===== src/rtl/mem_bus_if.sv =====
// Self-timed rdM/wrM + mfc memory bus interface with wait timeout and a req/done handshake.
// Define MFC_SYNC_EN to pass mfc through a 2-flop synchronizer before the FSM uses it.
module mem_bus_if #(
  parameter int DW      = 16,
  parameter int AW      = 16,
  parameter int TIMEOUT = 15,
  parameter int TW      = 8
) (
  input  logic          clk,
  input  logic          rstIn,
  input  logic          req_rd,
  input  logic          req_wr,
  input  logic [AW-1:0] req_addr,
  input  logic [DW-1:0] req_wdata,
  output logic          busy,
  output logic          done,
  output logic          err,
  output logic [DW-1:0] rdata,
  output logic          rdM,
  output logic          wrM,
  output logic [AW-1:0] Abus,
  output logic [DW-1:0] Dout,
  output logic          Doe,
  input  logic [DW-1:0] Din,
  input  logic          mfc
);

  typedef enum logic [1:0] {IDLE, REQ, REL, FIN} state_t;

  state_t        state_q, state_d;
  logic [TW-1:0] cnt_q, cnt_d;
  logic          wr_q, wr_d;
  logic          err_q, err_d;
  logic [AW-1:0] addr_q, addr_d;
  logic [DW-1:0] wdata_q, wdata_d;
  logic [DW-1:0] rdata_q, rdata_d;
  logic          mfcUse;
  logic          timeoutHit;

`ifdef MFC_SYNC_EN
  logic [1:0] mfcSync_q;

  always_ff @(posedge clk or negedge rstIn) begin
    if (!rstIn) mfcSync_q <= 2'b00;
    else        mfcSync_q <= {mfcSync_q[0], mfc};
  end

  assign mfcUse = mfcSync_q[1];
`else
  assign mfcUse = mfc;
`endif

  assign timeoutHit = (TIMEOUT != 0) && (cnt_q == TW'(TIMEOUT));

  always_ff @(posedge clk or negedge rstIn) begin
    if (!rstIn) begin
      state_q <= IDLE;
      cnt_q   <= '0;
      wr_q    <= 1'b0;
      err_q   <= 1'b0;
      addr_q  <= '0;
      wdata_q <= '0;
      rdata_q <= '0;
    end else begin
      state_q <= state_d;
      cnt_q   <= cnt_d;
      wr_q    <= wr_d;
      err_q   <= err_d;
      addr_q  <= addr_d;
      wdata_q <= wdata_d;
      rdata_q <= rdata_d;
    end
  end

  // mfc is checked before the timeout so a late response still completes the cycle.
  always_comb begin
    state_d = state_q;
    cnt_d   = cnt_q;
    wr_d    = wr_q;
    err_d   = err_q;
    addr_d  = addr_q;
    wdata_d = wdata_q;
    rdata_d = rdata_q;
    case (state_q)
      IDLE: begin
        cnt_d = '0;
        if (req_rd ^ req_wr) begin
          addr_d  = req_addr;
          wr_d    = req_wr;
          err_d   = 1'b0;
          state_d = REQ;
          if (req_wr) wdata_d = req_wdata;
        end else if (req_rd && req_wr) begin
          err_d   = 1'b1;
          state_d = FIN;
        end
      end
      REQ: begin
        if (mfcUse) begin
          if (!wr_q) rdata_d = Din;
          state_d = REL;
        end else if (timeoutHit) begin
          err_d   = 1'b1;
          state_d = FIN;
        end else if (cnt_q != '1) begin
          cnt_d = cnt_q + TW'(1);
        end
      end
      REL: begin
        if (!mfcUse) state_d = FIN;
      end
      FIN: begin
        state_d = IDLE;
      end
      default: begin
        state_d = IDLE;
      end
    endcase
  end

  // Strobes decode straight from the state register so reset drops them asynchronously.
  assign busy  = (state_q != IDLE);
  assign done  = (state_q == FIN);
  assign rdM   = (state_q == REQ) && !wr_q;
  assign wrM   = (state_q == REQ) && wr_q;
  assign Doe   = (state_q == REQ) && wr_q;
  assign err   = err_q;
  assign rdata = rdata_q;
  assign Abus  = addr_q;
  assign Dout  = wdata_q;

endmodule


===== config.mk =====
export PLATFORM = sky130hd
export DESIGN_NAME = mem_bus_if
export DESIGN_NICKNAME = d
export VERILOG_FILES = /design/src/rtl/mem_bus_if.sv
export SDC_FILE = /design/constraint.sdc
export NUM_CORES = 1
export LEC_CHECK = 0
export BUFFER_PORTS_ARGS = -buffer_cell sky130_fd_sc_hd__buf_2
export CAP_MARGIN = 10
export CELL_PAD_IN_SITES_DETAIL_PLACEMENT = 1
export CELL_PAD_IN_SITES_GLOBAL_PLACEMENT = 1
export CORE_UTILIZATION = 33
export DETAILED_ROUTE_END_ITERATION = 7
export PLACE_DENSITY = 0.75
export SYNTH_ARGS = -nofsm -noshare
export SYNTH_HDL_FRONTEND = slang
export SYNTH_SLANG_ARGS = --single-unit

===== constraint.sdc =====
create_clock -name clk -period 1.68 [get_ports clk]
set_clock_uncertainty 0.15 [all_clocks]
set_input_delay 0.168 -clock clk [delete_from_list [all_inputs] [get_ports clk]]
set_output_delay 0.168 -clock clk [all_outputs]
set_load 0.005 [all_outputs]

==> Word level (Yosys, flattened, before mapping) <==
Index checks and enable logic that the tools add are counted.
{ "totals": {"ff_bits": 60, "input_bits": 53} }
{ "op_classes": {"addsub": 1, "n_eq_ne": 12, "mux": 15, "bitwise": 2, "reduce_logical": 13} }
{ "op_table": {"columns": ["operator", "count"], "rows": [
  ["$mux W8", 3],
  ["$pmux W8 S2", 1],
  ["$mux W2", 5],
  ["$ne A2 B2 Y1 const B", 5],
  ["$reduce_and A3 Y1", 3],
  ["$add A8 B1 Y8 const B", 1],
  ["$eq A8 B4 Y1 const B", 1],
  ["$ne A8 B8 Y1 const B", 1],
  ["$pmux W2 S4", 1],
  ["$reduce_and A4 Y1", 2],
  ["$ne A3 B3 Y1 const B", 2],
  ["$eq A2 B2 Y1 const B", 2],
  ["$mux W1", 4],
  ["$reduce_bool A2 Y1", 2],
  ["$logic_and A1 B1 Y1", 3],
  ["$eq A2 B1 Y1 const B", 1],
  ["$logic_not A2 Y1", 1],
  ["$pmux W1 S2", 1],
  ["$reduce_and A2 Y1", 1],
  ["$logic_not A1 Y1", 1],
  ["$not A1 Y1", 1],
  ["$xor A1 B1 Y1", 1]
]} }

==> Depth between registers and ports, before layout <==
{ "depth": {"word_depth": 5, "mapped_depth": 7, "depth_no_buf": 6} }

==> Least setup slack after synthesis <==
OpenSTA, ideal clock, no wires.
{ "synth_timing": {"path_type": "register to register", "startpoint": "register state_q[1]", "endpoint": "register rdata_q[10] (netlist: rdata[10])", "setup_ns": 0.125, "arrival_ns": 1.608, "t_required_ns": 1.405, "slack_ns": -0.203, "stages_incl_launch_ff": 7, "path_buffers": 1, "path_cell_list": "dfrtp_1 -> inv_1 -> ha_1 -> nor2b_1 -> nand2_1 -> buf_2 -> mux2_2"} }
{ "synth_via": {"elab_chain_len": 2} }
{ "synth_rtl": {"columns": ["element", "line_no", "rtl"], "rows": [
  ["start: declaration", "30", "state_t state_q, state_d;"],
  ["start signal: assignment", "65", "state_q <= state_d;"],
  ["$eq A2 B1 Y1", "84", "case (state_q)"],
  ["$reduce_and A3 Y1 (no line)", null, null],
  ["end signal: assignment", "71", "rdata_q <= rdata_d;"],
  ["end: declaration", "36", "logic [DW-1:0] rdata_q, rdata_d;"]
]} }
Every way passes these cells.
A chain may end at the register's enable or synchronous reset.

==> Final worst setup path <==
{ "layout_timing": {"startpoint": "register cnt_q[4]", "endpoint": "register err_q (netlist: err)"} }
{ "layout_via": {"elab_chain_len": 3} }
{ "layout_rtl": {"columns": ["element", "line_no", "rtl"], "rows": [
  ["start: declaration", "31", "logic [TW-1:0] cnt_q, cnt_d;"],
  ["start signal: assignment", "66", "cnt_q <= cnt_d;"],
  ["$eq A8 B4 Y1", "53", "assign timeoutHit = (TIMEOUT != 0) && (cnt_q == TW'(TIMEOUT));"],
  ["$ne A2 B2 Y1 (no line)", null, null],
  ["$reduce_and A4 Y1 (no line)", null, null],
  ["end signal: assignment", "68", "err_q <= err_d;"],
  ["end: declaration", "33", "logic err_q, err_d;"]
]} }
Every way passes these cells.

==> metrics.md <==
| Metric | Value |
|---|---|
| Fin crit share | 1.05 |
| GRT Total Usage | 0.199 |
| Async set-or-reset flop fraction in the synthesized netlist | 1.00 |
| CP max-delay cell | or4_4 |
| Post-layout min period | roughly 1800 ps |
| Final Non-Filler Cells | about 490 |
| Most frequent cells in the layout | buf_2, dfrtp_1, dlygate4sd3_1 |
| Max Cap Viol | 0 |
| CP required | 1780 ps |
| Crit Path Class | flop to flop |
| Peak supply drop | 780 uV |
| Clock Tree Buf Depth | 2 |
| RSZ-0062 raised after global routing | yes |
| Synth Net Count | 253 |
| Top cells by area, synth | dfrtp_1, mux2_2, ha_1, a21oi_1, nand2_1 |
| Worst Reg2Reg Path Length in Cells | 5 |
| Flop-to-flop setup slack | -80 ps |
| Fraction of layout cells with a size suffix above 1 | 0.579 |
| WL met2 | between 4000 and 5000 um |
| Switching pwr | about 2.1 mW |
| Switch share | 0.325 |
| TritonCTS Buffers | 9 |
| Combinational group share of total power | 0.428 |
| Port Buffers | ~110 |
| First-pass GRT wire length | approximately 13,000 um |
| Wire per inst | ~16 um |
| Synthesized flop and latch total | 60 |
| Synth top area share | 0.576 |
| Slew Viols, Final | 0 |
| Crit path launch type | flop |
| Root buffer cell | clkbuf_8 |
| IO Pins | 107 |
| Gate Count Post-Synth | 193 |
| Layout area overhead | 64.7% |
| Synth warn | 0 |
| Placer Congestion | 0.804 |
| DP Area | approximately 3500 um^2 |
| Die Footprint | 8260 um^2 |
| Leakage | about 2.1 nW |
| Power per Cell Area | between 1000 and 1500 nW/um^2 |
| Vias in the first global route | ~2,600 |
| Drt initial violations | 67 |
| Largest net degree at the start of global routing | 61 |
| Failing checks | negative setup slack |
| 1st-pass router iterations | 6 |
| Clock Latency Late Sink | about 330 ps |
| Dominant synthesized flop cell | dfrtp_1 |
| Crit path buffers/inverters | 1 |
| CTS tree | built |
| Initial Util | 0.339 |
| Synth Cell Area | around 2600 um^2 |
| Vias per inst | 4.71 |
| WL final | around 7900 um |
| Register area share after synthesis | 0.576 |
| Gr ovfl total | 0 |
| Overall power | 6.41 mW |
| Reg power frac | 0.387 |
| Slew HR | 0.769 |
| CP max stage delay | 580 ps |
| DRC | 0 |
| Avg Cell Area, Syn | about 14 um^2 |
| Hold Crit Class | input pin to flop |
| Worst path top cell family by delay | simple AND/OR/NAND/NOR gates |
| Inst Count DP | around 420 |
| Routed vias | roughly 2,300 |
| Max H-tree Level | 3 |
| Core ar. | 7690 um^2 |
| Worst-Margin Slew | ~350 ps |
| Post-synth EDFFs | 0 |
| Crit path DAT | 1860 ps |
| Fin. Hold Viols | 0 |
| Fin area | about 4300 um^2 |
| Internal power | between 4 and 5 mW |
| Worst path depth | 5 |
| Worst setup EP type | flop |
| Antenna fix cells | 0 |
| DP HPWL | about 4700 um |
| Nets | about 450 |
| Clock sink count | 60 |
| CP Max Fanout | 4 |
| Clock power share | 0.185 |
| WL met1 | roughly 3100 um |
| Final setup violating endpoints | 8 |
| Die width | 90.9 um |
| Die H | around 90 um |
| Antenna violations before repair | 0 |
| Worst-path clk slew | 70 ps |
| Fmax | approximately 0.57 GHz |
| Setup WS post-layout | -78.3 ps |
| Met3 WL | between 400 and 500 um |
| Status | complete, but fails checks |
| Num rows | 32 |
| Worst-path cell chain | or4_4 -> buf_4 -> a211oi_4 -> a211oi_2 -> a21oi_1 |
| Most common cell after layout, fill and taps aside | buf_2 |
| ANT nets after route | 0 |
| Area leader, netlist | dfrtp_1 |
| Highest metal used | met4 |
| Hold path depth | 3 |
| Yosys cell types | 38 |
-- worst reg2reg max path, stage by stage, from the launching register on --
cell and delay [ps]:
dfrtp_1 380, or4_4 580, buf_4 170, a211oi_4 180, a211oi_2 100, a21oi_1 130
-- power by group through the flow --
stage,Sequential (mW),Clock [mW],Combinational [mW]
2_1_floorplan,2.51,0,1.20
5_1_grt,2.57,1.29,3.01
6_report,2.48,1.19,2.74
3_5_place_dp,2.46,0,2.46
3_3_place_gp,2.42,0,2.37
4_1_cts,2.45,1.22,2.70
-- stage by stage --
step / setup WS [ps] / util / setup TNS, ps / hold WS (ps)
after floorplan: -47.0 / - / -383 / -278
after global placement: -54.2 / 0.453 / -516 / 55.7
after detailed placement: -117 / 0.453 / -1610 / 54.3
after CTS: -42.1 / 0.551 / -133 / 95.0
after global routing: -141 / 0.558 / -1010 / 145
final: -78.3 / 0.558 / -324 / 129
-- state kept, by name, summed over array words and instances (netlist names) --
| register | count |
|---|---|
| Abus | 16 |
| Dout | 16 |
| rdata | 16 |
| cnt_q | 8 |
| state_q | 2 |
| err | 1 |
| wr_q | 1 |
-- cell type report --
cell class | count | area (um^2)
clock buffers | 12 | 155
repair buffers | 188 | 1310
clock inverters | 4 | 23.8
well taps | 102 | 128
inverters | 6 | 22.5
flip-flops and latches | 60 | 1500
multi-input cells | 120 | 1150
fillers | 845 | 3390
-- cell usage after synthesis, types with 2 or more instances --
library cell,count
nor2b_1,4
ha_1,7
nand2_1,9
mux2_2,48
buf_2,4
nand2b_1,2
inv_1,6
and2_1,2
nand3_1,4
a211oi_1,2
o21ai_0,6
nand4_1,2
dfrtp_1,60
nor2_1,5
nand4b_1,2
nor3b_1,2
a21oi_1,7
-- path summary, 6_finish.rpt --
kind / from / endpoint
worst min register to register: rdata[9]$_DFFE_PN0P_ / rdata[9]$_DFFE_PN0P_
worst max-delay path: cnt_q[4]$_DFFE_PN0P_ / err$_DFFE_PN0P_
worst max register to register: cnt_q[4]$_DFFE_PN0P_ / err$_DFFE_PN0P_
min in group asynchronous: rstIn / rdata[0]$_DFFE_PN0P_
worst min-delay path: mfc / cnt_q[0]$_DFFE_PN0P_
max in group asynchronous: rstIn / state_q[0]$_DFFE_PN0P_
-- layer usage --
metal	global-route usage	vias up
li1	-	1068
met4	0.0675	0
met3	0.0581	9
met2	0.367	77
met5	0	-
met1	0.215	1163
-- timing repair --
item                                   CTS  global route
setup buffers                            2             3
gates cloned                             0             0
resized for setup                       17             7
setup endpoints to repair               29            12
pin swaps                                6             3
hold buffers                            50             0
endpoints found under the hold margin  109             0
-- kinds of logic (layout without fill, tap and decap cells) --
family / after synthesis / in the layout / share of synthesized area
mux: 49 / 49 / 0.211
compound gates: 25 / 25 / 0.0653
simple gates: 38 / 38 / 0.0855
flops: 60 / 60 / 0.576
buf+inv: 13 / 210 / 0.0250
xor+xnor: 1 / 1 / 0.00336
fa+ha+maj: 7 / 7 / 0.0336
No activity file was read; power rests on OpenSTA's default activity.
